**config.mk**
```make
export PLATFORM = sky130hd
export DESIGN_NAME = pe_datapath_os_fi
export DESIGN_NICKNAME = d
export VERILOG_FILES = /design/src/rtl/pe_fi_pkg.sv /design/src/rtl/pe_fault_ctrl.sv /design/src/rtl/pe_datapath_os_fi.sv
export SDC_FILE = /design/constraint.sdc
export NUM_CORES = 1
export LEC_CHECK = 0
export ABC_CLOCK_PERIOD_IN_PS = 10000
export CAP_MARGIN = 10
export CORE_AREA = 2 2 156 158
export DETAILED_ROUTE_END_ITERATION = 10
export DIE_AREA = 0 0 158 160
export PLACE_DENSITY_LB_ADDON = 0.3
export SETUP_SLACK_MARGIN = 0.5
export SYNTH_ARGS = -nofsm -noshare
export SYNTH_HDL_FRONTEND = slang
export SYNTH_SLANG_ARGS = --single-unit
```
**constraint.sdc**
```tcl
create_clock -name clk -period 10 [get_ports clk]
set_clock_uncertainty 0.15 [all_clocks]
set_input_delay 1 -clock clk [delete_from_list [all_inputs] [get_ports clk]]
set_output_delay 1 -clock clk [all_outputs]
set_load 0.01 [all_outputs]
```
**src/rtl/pe_fi_pkg.sv**
```systemverilog
// pe_fi_pkg
// Shared definitions for the fault-injecting output-stationary PE:
//   - fault target codes (which datapath value gets corrupted)
//   - fault model codes (how the masked bits are corrupted)
//   - fault window FSM state encoding
//   - fault_bit(): single-bit fault function, used bit-by-bit in generate loops
package pe_fi_pkg;

    typedef enum logic [1:0] {
        TGT_W    = 2'd0,   // north operand (weight, b)
        TGT_A    = 2'd1,   // west operand (input, a)
        TGT_P    = 2'd2,   // accumulator / psum
        TGT_NONE = 2'd3    // no fault
    } fi_target_e;

    typedef enum logic [1:0] {
        FM_FLIP = 2'd0,
        FM_SA0  = 2'd1,
        FM_SA1  = 2'd2,
        FM_RSVD = 2'd3     // behaves as a flip
    } fi_mode_e;

    typedef enum logic [1:0] {
        ST_IDLE   = 2'd0,
        ST_ARMED  = 2'd1,
        ST_ACTIVE = 2'd2,
        ST_DONE   = 2'd3
    } fi_state_e;

    // Fault function for one bit: x is the raw bit, m its mask bit.
    function automatic logic fault_bit(input logic x, input logic m, input fi_mode_e mode);
        logic r;
        case (mode)
            FM_SA0:  r = x & ~m;
            FM_SA1:  r = x | m;
            default: r = x ^ m;
        endcase
        return r;
    endfunction

endpackage

```
**src/rtl/pe_fault_ctrl.sv**
```systemverilog
// pe_fault_ctrl
// Holds the latched fault configuration and the cycle-timed fault window FSM
// (IDLE -> ARMED -> ACTIVE -> DONE) plus the arm delay, remaining-length and
// hit counters.
// Ports:
//   clk, rst_n        clock, asynchronous active-low reset
//   cfg_we_i          load configuration, clear counters and (re)arm
//   cfg_target_i      fault target code
//   cfg_mode_i        fault model code
//   cfg_mask_i        fault bit mask
//   cfg_start_i       cycles from arm to fault onset
//   cfg_len_i         fault duration in cycles, 0 = permanent
//   active_o          FSM is in ACTIVE (fault is being applied this cycle)
//   target_o, mode_o, mask_o  latched configuration
//   hits_o            ACTIVE cycles since last arm, saturating
module pe_fault_ctrl
    import pe_fi_pkg::*;
#(
    parameter int ACC_W = 16,
    parameter int CNT_W = 16
) (
    input  logic             clk,
    input  logic             rst_n,
    input  logic             cfg_we_i,
    input  logic [1:0]       cfg_target_i,
    input  logic [1:0]       cfg_mode_i,
    input  logic [ACC_W-1:0] cfg_mask_i,
    input  logic [CNT_W-1:0] cfg_start_i,
    input  logic [CNT_W-1:0] cfg_len_i,
    output logic             active_o,
    output fi_target_e       target_o,
    output fi_mode_e         mode_o,
    output logic [ACC_W-1:0] mask_o,
    output logic [CNT_W-1:0] hits_o
);

    fi_state_e        state_q, state_d;
    fi_target_e       tgt_q, tgt_d;
    fi_mode_e         mode_q, mode_d;
    logic [ACC_W-1:0] mask_q, mask_d;
    logic [CNT_W-1:0] start_q, start_d;
    logic [CNT_W-1:0] len_q, len_d;
    logic [CNT_W-1:0] cnt_q, cnt_d;
    logic [CNT_W-1:0] rem_q, rem_d;
    logic [CNT_W-1:0] hits_q, hits_d;

    always_ff @(posedge clk or negedge rst_n) begin
        if (!rst_n) begin
            state_q <= ST_IDLE;
            tgt_q   <= TGT_W;
            mode_q  <= FM_FLIP;
            mask_q  <= '0;
            start_q <= '0;
            len_q   <= '0;
            cnt_q   <= '0;
            rem_q   <= '0;
            hits_q  <= '0;
        end else begin
            state_q <= state_d;
            tgt_q   <= tgt_d;
            mode_q  <= mode_d;
            mask_q  <= mask_d;
            start_q <= start_d;
            len_q   <= len_d;
            cnt_q   <= cnt_d;
            rem_q   <= rem_d;
            hits_q  <= hits_d;
        end
    end

    always_comb begin
        state_d = state_q;
        tgt_d   = tgt_q;
        mode_d  = mode_q;
        mask_d  = mask_q;
        start_d = start_q;
        len_d   = len_q;
        cnt_d   = cnt_q;
        rem_d   = rem_q;
        hits_d  = hits_q;
        if (cfg_we_i) begin
            // A new configuration always wins, even mid-window: the running
            // fault ends at this edge.
            tgt_d   = fi_target_e'(cfg_target_i);
            mode_d  = fi_mode_e'(cfg_mode_i);
            mask_d  = cfg_mask_i;
            start_d = cfg_start_i;
            len_d   = cfg_len_i;
            cnt_d   = '0;
            rem_d   = '0;
            hits_d  = '0;
            state_d = (fi_target_e'(cfg_target_i) == TGT_NONE) ? ST_IDLE : ST_ARMED;
        end else begin
            case (state_q)
                ST_ARMED: begin
                    if (cnt_q == start_q) begin
                        state_d = ST_ACTIVE;
                        rem_d   = len_q;
                    end else begin
                        cnt_d = cnt_q + 1'b1;
                    end
                end
                ST_ACTIVE: begin
                    if (hits_q != '1) begin
                        hits_d = hits_q + 1'b1;
                    end
                    // len = 0 keeps the fault on until re-armed or reset.
                    if (len_q != '0) begin
                        rem_d = rem_q - 1'b1;
                        if (rem_q == CNT_W'(1)) begin
                            state_d = ST_DONE;
                        end
                    end
                end
                default: ;
            endcase
        end
    end

    assign active_o = (state_q == ST_ACTIVE);
    assign target_o = tgt_q;
    assign mode_o   = mode_q;
    assign mask_o   = mask_q;
    assign hits_o   = hits_q;

endmodule

```
**src/rtl/pe_datapath_os_fi.sv**
```systemverilog
// pe_datapath_os_fi
// Output-stationary PE: unsigned MAC of in_a x in_b into a local accumulator,
// systolic forwarding of both operands, and a psum drain chain down the
// column. A run-time programmable fault (target, model, mask, timed window)
// can corrupt the north operand, the west operand or the stored psum.
// Ports:
//   clk, rst_n            clock, asynchronous active-low reset
//   in_a, in_b            west / north operands
//   in_data               psum from the upstream PE of the drain chain
//   init_r                accumulator restart and drain strobe
//   in_valid_r            upstream drain data valid
//   data_rsrv             stage reserve
//   cfg_*                 fault configuration, loaded and armed by cfg_we
//   out_a, out_b          registered effective operands to the neighbours
//   out_data              drained psum
//   out_stagevalid_out    drain stage valid
//   fault_active          fault window currently open
//   fault_hits            number of faulted cycles since arm, saturating
//   sat_flag              sticky accumulator saturation flag
// ACC_W must be at least 2*D_W so the product fits the accumulator.
module pe_datapath_os_fi
    import pe_fi_pkg::*;
#(
    parameter int D_W    = 8,
    parameter int ACC_W  = 16,
    parameter int SAT_EN = 0,
    parameter int CNT_W  = 16,
    parameter int ROW    = 0,
    parameter int COL    = 0
) (
    input  logic             clk,
    input  logic             rst_n,
    input  logic [D_W-1:0]   in_a,
    input  logic [D_W-1:0]   in_b,
    input  logic [ACC_W-1:0] in_data,
    input  logic             init_r,
    input  logic             in_valid_r,
    input  logic             data_rsrv,
    input  logic             cfg_we,
    input  logic [1:0]       cfg_target,
    input  logic [1:0]       cfg_mode,
    input  logic [ACC_W-1:0] cfg_mask,
    input  logic [CNT_W-1:0] cfg_start,
    input  logic [CNT_W-1:0] cfg_len,
    output logic [D_W-1:0]   out_a,
    output logic [D_W-1:0]   out_b,
    output logic [ACC_W-1:0] out_data,
    output logic             out_stagevalid_out,
    output logic             fault_active,
    output logic [CNT_W-1:0] fault_hits,
    output logic             sat_flag
);

    // Array position is kept for trace/profiling tools only.
    logic [31:0] unused_pe_pos;
    assign unused_pe_pos = ROW ^ COL;

    logic             fi_active;
    fi_target_e       fi_target;
    fi_mode_e         fi_mode;
    logic [ACC_W-1:0] fi_mask;

    pe_fault_ctrl #(
        .ACC_W (ACC_W),
        .CNT_W (CNT_W)
    ) u_fault_ctrl (
        .clk          (clk),
        .rst_n        (rst_n),
        .cfg_we_i     (cfg_we),
        .cfg_target_i (cfg_target),
        .cfg_mode_i   (cfg_mode),
        .cfg_mask_i   (cfg_mask),
        .cfg_start_i  (cfg_start),
        .cfg_len_i    (cfg_len),
        .active_o     (fi_active),
        .target_o     (fi_target),
        .mode_o       (fi_mode),
        .mask_o       (fi_mask),
        .hits_o       (fault_hits)
    );

    // Registers
    logic [D_W-1:0]   a_tmp_q, b_tmp_q;
    logic [ACC_W-1:0] prod_q, prod_d;
    logic [ACC_W-1:0] acc_q, acc_d;
    logic             sat_q, sat_d;
    logic [ACC_W-1:0] in_data_r_q;
    logic [ACC_W-1:0] out_stage_q, out_stage_d;
    logic             out_stagevalid_q, out_stagevalid_d;
    logic             out_data_valid_unused;
    logic [ACC_W-1:0] out_data_q, out_data_d;

    // Fault-corrupted candidates, built bit by bit
    logic [D_W-1:0]   a_flt, b_flt;
    logic [ACC_W-1:0] acc_sat, acc_flt;

    genvar gi;
    generate
        for (gi = 0; gi < D_W; gi++) begin : g_op_fault
            assign a_flt[gi] = fault_bit(in_a[gi], fi_mask[gi], fi_mode);
            assign b_flt[gi] = fault_bit(in_b[gi], fi_mask[gi], fi_mode);
        end
        for (gi = 0; gi < ACC_W; gi++) begin : g_psum_fault
            assign acc_flt[gi] = fault_bit(acc_sat[gi], fi_mask[gi], fi_mode);
        end
    endgenerate

    logic [D_W-1:0]   eff_a, eff_b;
    logic [2*D_W-1:0] mul;
    logic [ACC_W:0]   sum;
    logic             ovf;

    assign eff_a = (fi_active && fi_target == TGT_A) ? a_flt : in_a;
    assign eff_b = (fi_active && fi_target == TGT_W) ? b_flt : in_b;

    assign mul    = {{D_W{1'b0}}, eff_a} * {{D_W{1'b0}}, eff_b};
    assign prod_d = ACC_W'(mul);
    assign sum    = {1'b0, acc_q} + {1'b0, prod_q};

    // Accumulate (or restart), saturate if enabled, then corrupt the psum
    // last so saturation never masks an injected fault.
    always_comb begin
        ovf     = 1'b0;
        acc_sat = sum[ACC_W-1:0];
        if (init_r) begin
            acc_sat = prod_q;
        end else if (SAT_EN != 0 && sum[ACC_W]) begin
            acc_sat = '1;
            ovf     = 1'b1;
        end
    end

    assign sat_d = sat_q | ovf;
    assign acc_d = (fi_active && fi_target == TGT_P) ? acc_flt : acc_sat;

    // Drain chain, keyed on {init_r, in_valid_r, data_rsrv}
    logic [2:0] drain_k;
    assign drain_k = {init_r, in_valid_r, data_rsrv};
    assign out_data_valid_unused = 1'b0;

    always_comb begin
        out_stage_d      = out_stage_q;
        out_stagevalid_d = out_stagevalid_q;
        out_data_d       = in_data_r_q;
        case (drain_k)
            3'b110, 3'b111: begin
                out_stage_d      = in_data_r_q;
                out_stagevalid_d = 1'b1;
            end
            3'b011: begin
                out_stage_d      = in_data_r_q;
                out_stagevalid_d = in_valid_r;
            end
            3'b100, 3'b101: out_stagevalid_d = 1'b1;
            default: ;
        endcase
        if (init_r) begin
            out_data_d = acc_q;
        end else if (data_rsrv) begin
            out_data_d = out_stage_q;
        end
    end

    always_ff @(posedge clk or negedge rst_n) begin
        if (!rst_n) begin
            a_tmp_q          <= '0;
            b_tmp_q          <= '0;
            prod_q           <= '0;
            acc_q            <= '0;
            sat_q            <= 1'b0;
            in_data_r_q      <= '0;
            out_stage_q      <= '0;
            out_stagevalid_q <= 1'b0;
            out_data_q       <= '0;
        end else begin
            a_tmp_q          <= eff_a;
            b_tmp_q          <= eff_b;
            prod_q           <= prod_d;
            acc_q            <= acc_d;
            sat_q            <= sat_d;
            in_data_r_q      <= in_data;
            out_stage_q      <= out_stage_d;
            out_stagevalid_q <= out_stagevalid_d;
            out_data_q       <= out_data_d;
        end
    end

    assign out_a              = a_tmp_q;
    assign out_b              = b_tmp_q;
    assign out_data           = out_data_q;
    assign out_stagevalid_out = out_stagevalid_q;
    assign fault_active       = fi_active;
    assign sat_flag           = sat_q;

endmodule

```
# == After elaboration in Yosys (flattened, before gate mapping) ==
# Index checks and enable logic that the tools add are counted.
# totals
reg_bits,199
latch_bits,0
ram_bits,0
rom_bits,0
in_bits,90
wordCells,224
memories,0
# op_classes
add_sub_neg,4
mul,1
div,0
n_lt_le_gt_ge,0
eq_ne,19
n_shift,0
mux,55
n_bitwise,112
n_reduce_logical,16
# op_table
cell,count
$mux 16,13
$pmux 1 s2,33
$add 16x1->16 const B,2
$and 1x1->1,32
$or 1x1->1,32
$pmux 16 s2,1
$xor 1x1->1,32
$add 16x16->16,1
$eq 16x1->1 const B,1
$eq 16x16->1,1
$mul 8x8->16,1
$mux 8,2
$ne 16x16->1 const B,1
$not 1->1,16
$reduce_bool 16->1,1
$sub 16x1->16 const B,1
$eq 3x3->1 const B,4
$ne 3x2->1 const B,3
$eq 2x2->1 const B,4
$mux 2,4
$reduce_bool 2->1,4
$eq 2x1->1 const B,3
$pmux 2 s2,1
$reduce_and 2->1,2
10 further kinds,12

# == Longest topological paths before layout ==
# depth
word_depth,5
depth_mapped,24
ltp_nobuf,23

# == By module ==
# A second synthesis with hierarchy kept.
# unflattened
cells_unflattened,1303
hier_area_um2,12812.3
# by_module_without_submodules
module,n_inst,cells_per_inst,area_per_inst_um2
pe_datapath_os_fi,1,849,7822.5
pe_fault_ctrl,1,454,4989.8

# == Least setup slack after synthesis ==
# OpenSTA, ideal clock, no wires.
# synth_path
kind,input -> register
startpoint,input in_a[4]
endpoint,register prod_q[15]
setup_time_ns,0.124
arrival_ns,5.472
required_time_ns,9.726
slack_ns,4.253
path_stages,20
path_buffers,0
cell_sequence,inv_1 > ha_1 > inv_1 > a221oi_1 > nor3_1 > a21oi_1 > nor2_1 > fa_1 > fa_1 > fa_1 > inv_1 > fa_1 > inv_1 > ha_1 > or3_1 > o21ai_0 > a21oi_1 > a211oi_1 > a21oi_1 > xnor2_1
# synth_between
elab_chain_cells,4
word_cells_on_any_way,6
classes_between,mul (1); mux (2); bitwise (3)
# synth_rtl
item,line,text
"start, declared",pe_datapath_os_fi.sv:33,"input logic [D_W-1:0] in_a,"
$xor 1x1->1 (tied with other cells),pe_fi_pkg.sv:36,default: r = x ^ m;
$pmux 1 s2,pe_fi_pkg.sv:33,case (mode)
$mux 8 (*),pe_datapath_os_fi.sv:113,assign eff_a = (fi_active && fi_target == TGT_A) ? a_flt : in_a;
$mul 8x8->16 (*),pe_datapath_os_fi.sv:116,"assign mul = {{D_W{1'b0}}, eff_a} * {{D_W{1'b0}}, eff_b};"
named net mul[15],pe_datapath_os_fi.sv:109,logic [2*D_W-1:0] mul;
"end signal, assigned",pe_datapath_os_fi.sv:178,prod_q <= prod_d;
"end, declared",pe_datapath_os_fi.sv:84,"logic [ACC_W-1:0] prod_q, prod_d;"
# The timed path passes the listed nets; every way through them passes the cells marked *.
# A chain may end at the register's enable or synchronous reset.

# == Worst setup path after layout ==
# layout_path
startpoint,input in_a[1]
endpoint,register prod_q[15]
# layout_between
elab_chain_cells,4
word_cells_on_any_way,6
classes_between,mul (1); mux (2); bitwise (3)
# layout_rtl
item,line,text
$xor 1x1->1 (tied with other cells),pe_fi_pkg.sv:36,
$pmux 1 s2,pe_fi_pkg.sv:33,
$mux 8 (*),pe_datapath_os_fi.sv:113,
named net eff_a[1],pe_datapath_os_fi.sv:108,"logic [D_W-1:0] eff_a, eff_b;"
$mul 8x8->16 (*),pe_datapath_os_fi.sv:116,
named net mul[15],pe_datapath_os_fi.sv:109,
# Marks and branches as above.

==> summary.md <==
| Metric | Value |
|---|---|
| Area of the multi-input gates | `~6800 µm²` |
| Hold_buf cts | `0` |
| Die footprint | `about 25000 µm²` |
| Warnings from Yosys | `0` |
| DP Worst Slack | `3.192 ns` |
| Worst Reg-to-Reg Cells | `17` |
| Max-slew violations | `0` |
| Largest family of logic cells by synthesized area | `adder cells` |
| I/O Buffers | `139` |
| Total power | `about 3.5 mW` |
| Fin crit share | `approximately 64%` |
| Total power per unit cell area | `~230 nW/µm²` |
| Post-route setup TNS | `0 ns` |
| Ant diodes | `0` |
| Post-synth EDFFs | `0` |
| Fin area | `roughly 15000 µm²` |
| Vias | `approximately 9700` |
| Post-synthesis cell count | `between 1000 and 1500` |
| Die extent in y | `160 µm` |
| GR Overflow Total | `0` |
| Post-synthesis mux area share | `roughly 6.4%` |
| CP Capture Type | `flop` |
| DP Wirelength | `21.16 mm` |
| Least-Margin Pin Slew | `0.9188 ns` |
| Final setup viols | `0` |
| CTS clock-pin slew for the worst setup and hold paths | `0.07 ns` |
| Final layout net count | `~1700` |
| Unrepaired setup endpoints after global routing | `no` |
| Mean number of vias per cell | `5.502` |
| Top cells by area, synth | `dfrtp_1, ha_1, fa_1` |
| Tmin final | `roughly 6.4 ns` |
| # DRC | `0` |
| Max-capacitance violation count | `0` |
| Synth Area in Adders | `about 18%` |
| Routed wire length | `29.53 mm` |
| CTS sink cnt | `about 200` |
| DR pass1 iterations | `5` |
| Synth cell types | `64` |
| Share of cells above drive strength 1 | `under 10%` |
| Status | `finished clean` |
| Setup Fix Bufs, Post-CTS | `0` |
| All-Layer GR Usage | `about a quarter` |
| Vias in the first global route | `9756` |
| Cts bufs inserted | `17` |
| Post-Synth XOR/XNOR Area | `between 4 and 5%` |
| Top-area cell type share of the netlist area | `39.55%` |
| CTS tree | `yes` |
| Simple logic cell fraction of the synthesized area | `a little over an eighth` |
| Pin count of the biggest net entering global routing | `76` |
| Crit Path Category | `in -> reg` |
| Maximum vdd ir drop | `0.1185 mV` |
| Cell accounting for the most synthesized area | `dfrtp_1` |
| Chip width | `158 µm` |
| Mapped Area | `between 10000 and 15000 µm²` |
| CP dominant cell by count | `inv_1` |
| Starting Density | `a little over half` |
| Achievable Freq | `approximately 0.16 GHz` |
| Row count | `57` |
| Initial antenna violation count | `0` |
| CP startpoint kind | `primary input` |
| Leakage power | `6.880 nW` |
| Root Driver | `clkbuf_16` |
| Non-Filler Instances | `around 1800` |
| Worst EP arrival | `approximately 6.6 ns` |
| CP max FO | `7` |
| Critical Path Slowest Stage Cell | `a21oi_1` |
| Slew margin rel. | `approximately two fifths` |
| Compound-gate portion of the synthesized area | `around an eighth` |
| Hold-critical path depth | `1` |
| Post-synth ARST share | `100.0%` |
| First-pass GRT wire length | `roughly 49 mm` |
| Synth Register Bits | `approximately 200` |
| Critical Path Max Stage Delay | `roughly 0.6 ns` |
| Count leader, synth | `dfrtp_1` |
| DR WL/cell | `approximately 17 µm` |
| Post-synth top cells | `dfrtp_1, inv_1, nor2_1` |
| Worst-skew pair later-pin latency | `roughly 0.44 ns` |
| Core Footprint | `between 20000 and 25000 µm²` |
| Sequential area share after synthesis | `between 30 and 40%` |
| Min-delay worst type | `reg -> reg` |
| Placed Cells | `1726` |
| Ys flop type | `dfrtp_1` |
| CTS H-tree lvls | `4` |
| Fillcell total | `1993` |
| Final GP Congestion | `about 0.9` |
| Ports | `~140` |
| Clk buf depth | `2` |
| Reg area | `4980 µm²` |
| DR iter-0 viols | `536` |
| Synthesis-to-finish area growth | `18.21%` |
| Remaining antenna violation count | `0` |
| Hold Vio Cnt, Final | `0` |
| R2R Setup Slk | `3.63 ns` |
| Placement Cell Area | `roughly 14000 µm²` |
| Post-synth net total | `1554` |
| Final WS setup | `3.600 ns` |
| WP data required | `between 10 and 15 ns` |
| Synth Area per Inst | `around 9.6 µm²` |
| Resized Gates After CTS | `0` |
| CP cell instances | `clkdlybuf4s50_1, inv_1, ha_1, inv_1, a221oi_1, nor3_1, a21oi_1, inv_1, nand2_1, fa_1, fa_1, inv_1, fa_1, inv_1, fa_1, inv_1, ha_1, or3_1, o21ai_0, a21oi_1, a211oi_1, a21oi_1, xnor2_1` |
## registers in the layout, summed over array words and instances (netlist names)
name and cells:
out_data 16, u_fault_ctrl.hits_o 16, u_fault_ctrl.len_q 16, u_fault_ctrl.state_q 2, u_fault_ctrl.target_o 2, u_fault_ctrl.start_q 16
u_fault_ctrl.mask_o 16, out_stagevalid_out 1, u_fault_ctrl.mode_o 2, acc_q 16, out_b 8, u_fault_ctrl.cnt_q 16
out_a 8, out_stage_q 16, prod_q 16, in_data_r_q 16, u_fault_ctrl.rem_q 16
## cells in the final DEF, fill, tap and decap left out, types with 20 or more instances in the layout
master / n
dfrtp_1: 199
inv_1: 152
clkdlybuf4s50_1: 136
nor2_1: 132
ha_1: 121
nand2_1: 92
a21oi_1: 86
o21ai_0: 74
mux2_2: 53
xnor2_1: 48
fa_1: 37
a221oi_1: 32
nor3_1: 29
mux2i_1: 21
xor2_1: 20
## routing by layer
layer / GRT usage (%) / part of all wire [%] / vias up
li1: - / - / 4641
met1: 32.30 / 45 / 4783
met2: 40.95 / 49 / 218
met3: 3.853 / 4.3 / 30
met4: 7.166 / 1.6 / 0
met5: 0 / 0 / -
## through the flow
stage | util [%] | hold WS, ns
after floorplan | - | 0.3038
after global placement | 59.82 | 0.3009
after detailed placement | 59.82 | 0.3060
after CTS | 62.49 | 0.3238
after global routing | 62.49 | 0.3420
final | 62.49 | 0.3206
## area by class of cell
class | instances | area share, %
clock buffers | 18 | 2.883
clock inverters | 14 | 1.395
inverters | 153 | 3.858
multi-input cells | 903 | 45.96
flip-flops and latches | 199 | 33.45
well taps | 324 | 2.723
repair buffers | 147 | 9.725
## final timing paths
path / startpoint / to
worst max register to register: u_fault_ctrl.state_q[0] / prod_q[15]
worst max-delay path: in_a[1] / prod_q[15]
max in group asynchronous: rst_n / acc_q[2]
min in group asynchronous: rst_n / u_fault_ctrl.hits_o[0]
worst min register to register: out_stagevalid_out / out_stagevalid_out
worst min-delay path: out_stagevalid_out / out_stagevalid_out
## critical path, delay by kind of cell
| family | cells | cell delay (ns) |
|---|---|---|
| AO/OA/AOI/OAI | 6 | 1.49 |
| XOR/XNOR | 1 | 0.19 |
| adder cells (fa/ha/maj) | 6 | 2.35 |
| buffers and inverters | 7 | 1.01 |
| AND/OR/NAND/NOR | 3 | 0.53 |
## power breakdown
part | total (mW) | switching (mW) | leakage, nW | internal, mW
Sequential | 1.04 | 0.0973 | 2.44 | 0.948
Combinational | 1.66 | 0.924 | 4.13 | 0.740
Clock | 0.749 | 0.343 | 0.307 | 0.407
## kinds of logic after synthesis
group	count (synthesis)
AOI/OAI and AO/OA	245
xor gates and xnor gates	69
adders and majority gates	158
buffers and inverters	204
DFF	199
muxes	74
other	1
and+or+nand+nor	356
No activity file was read; power rests on OpenSTA's default activity.
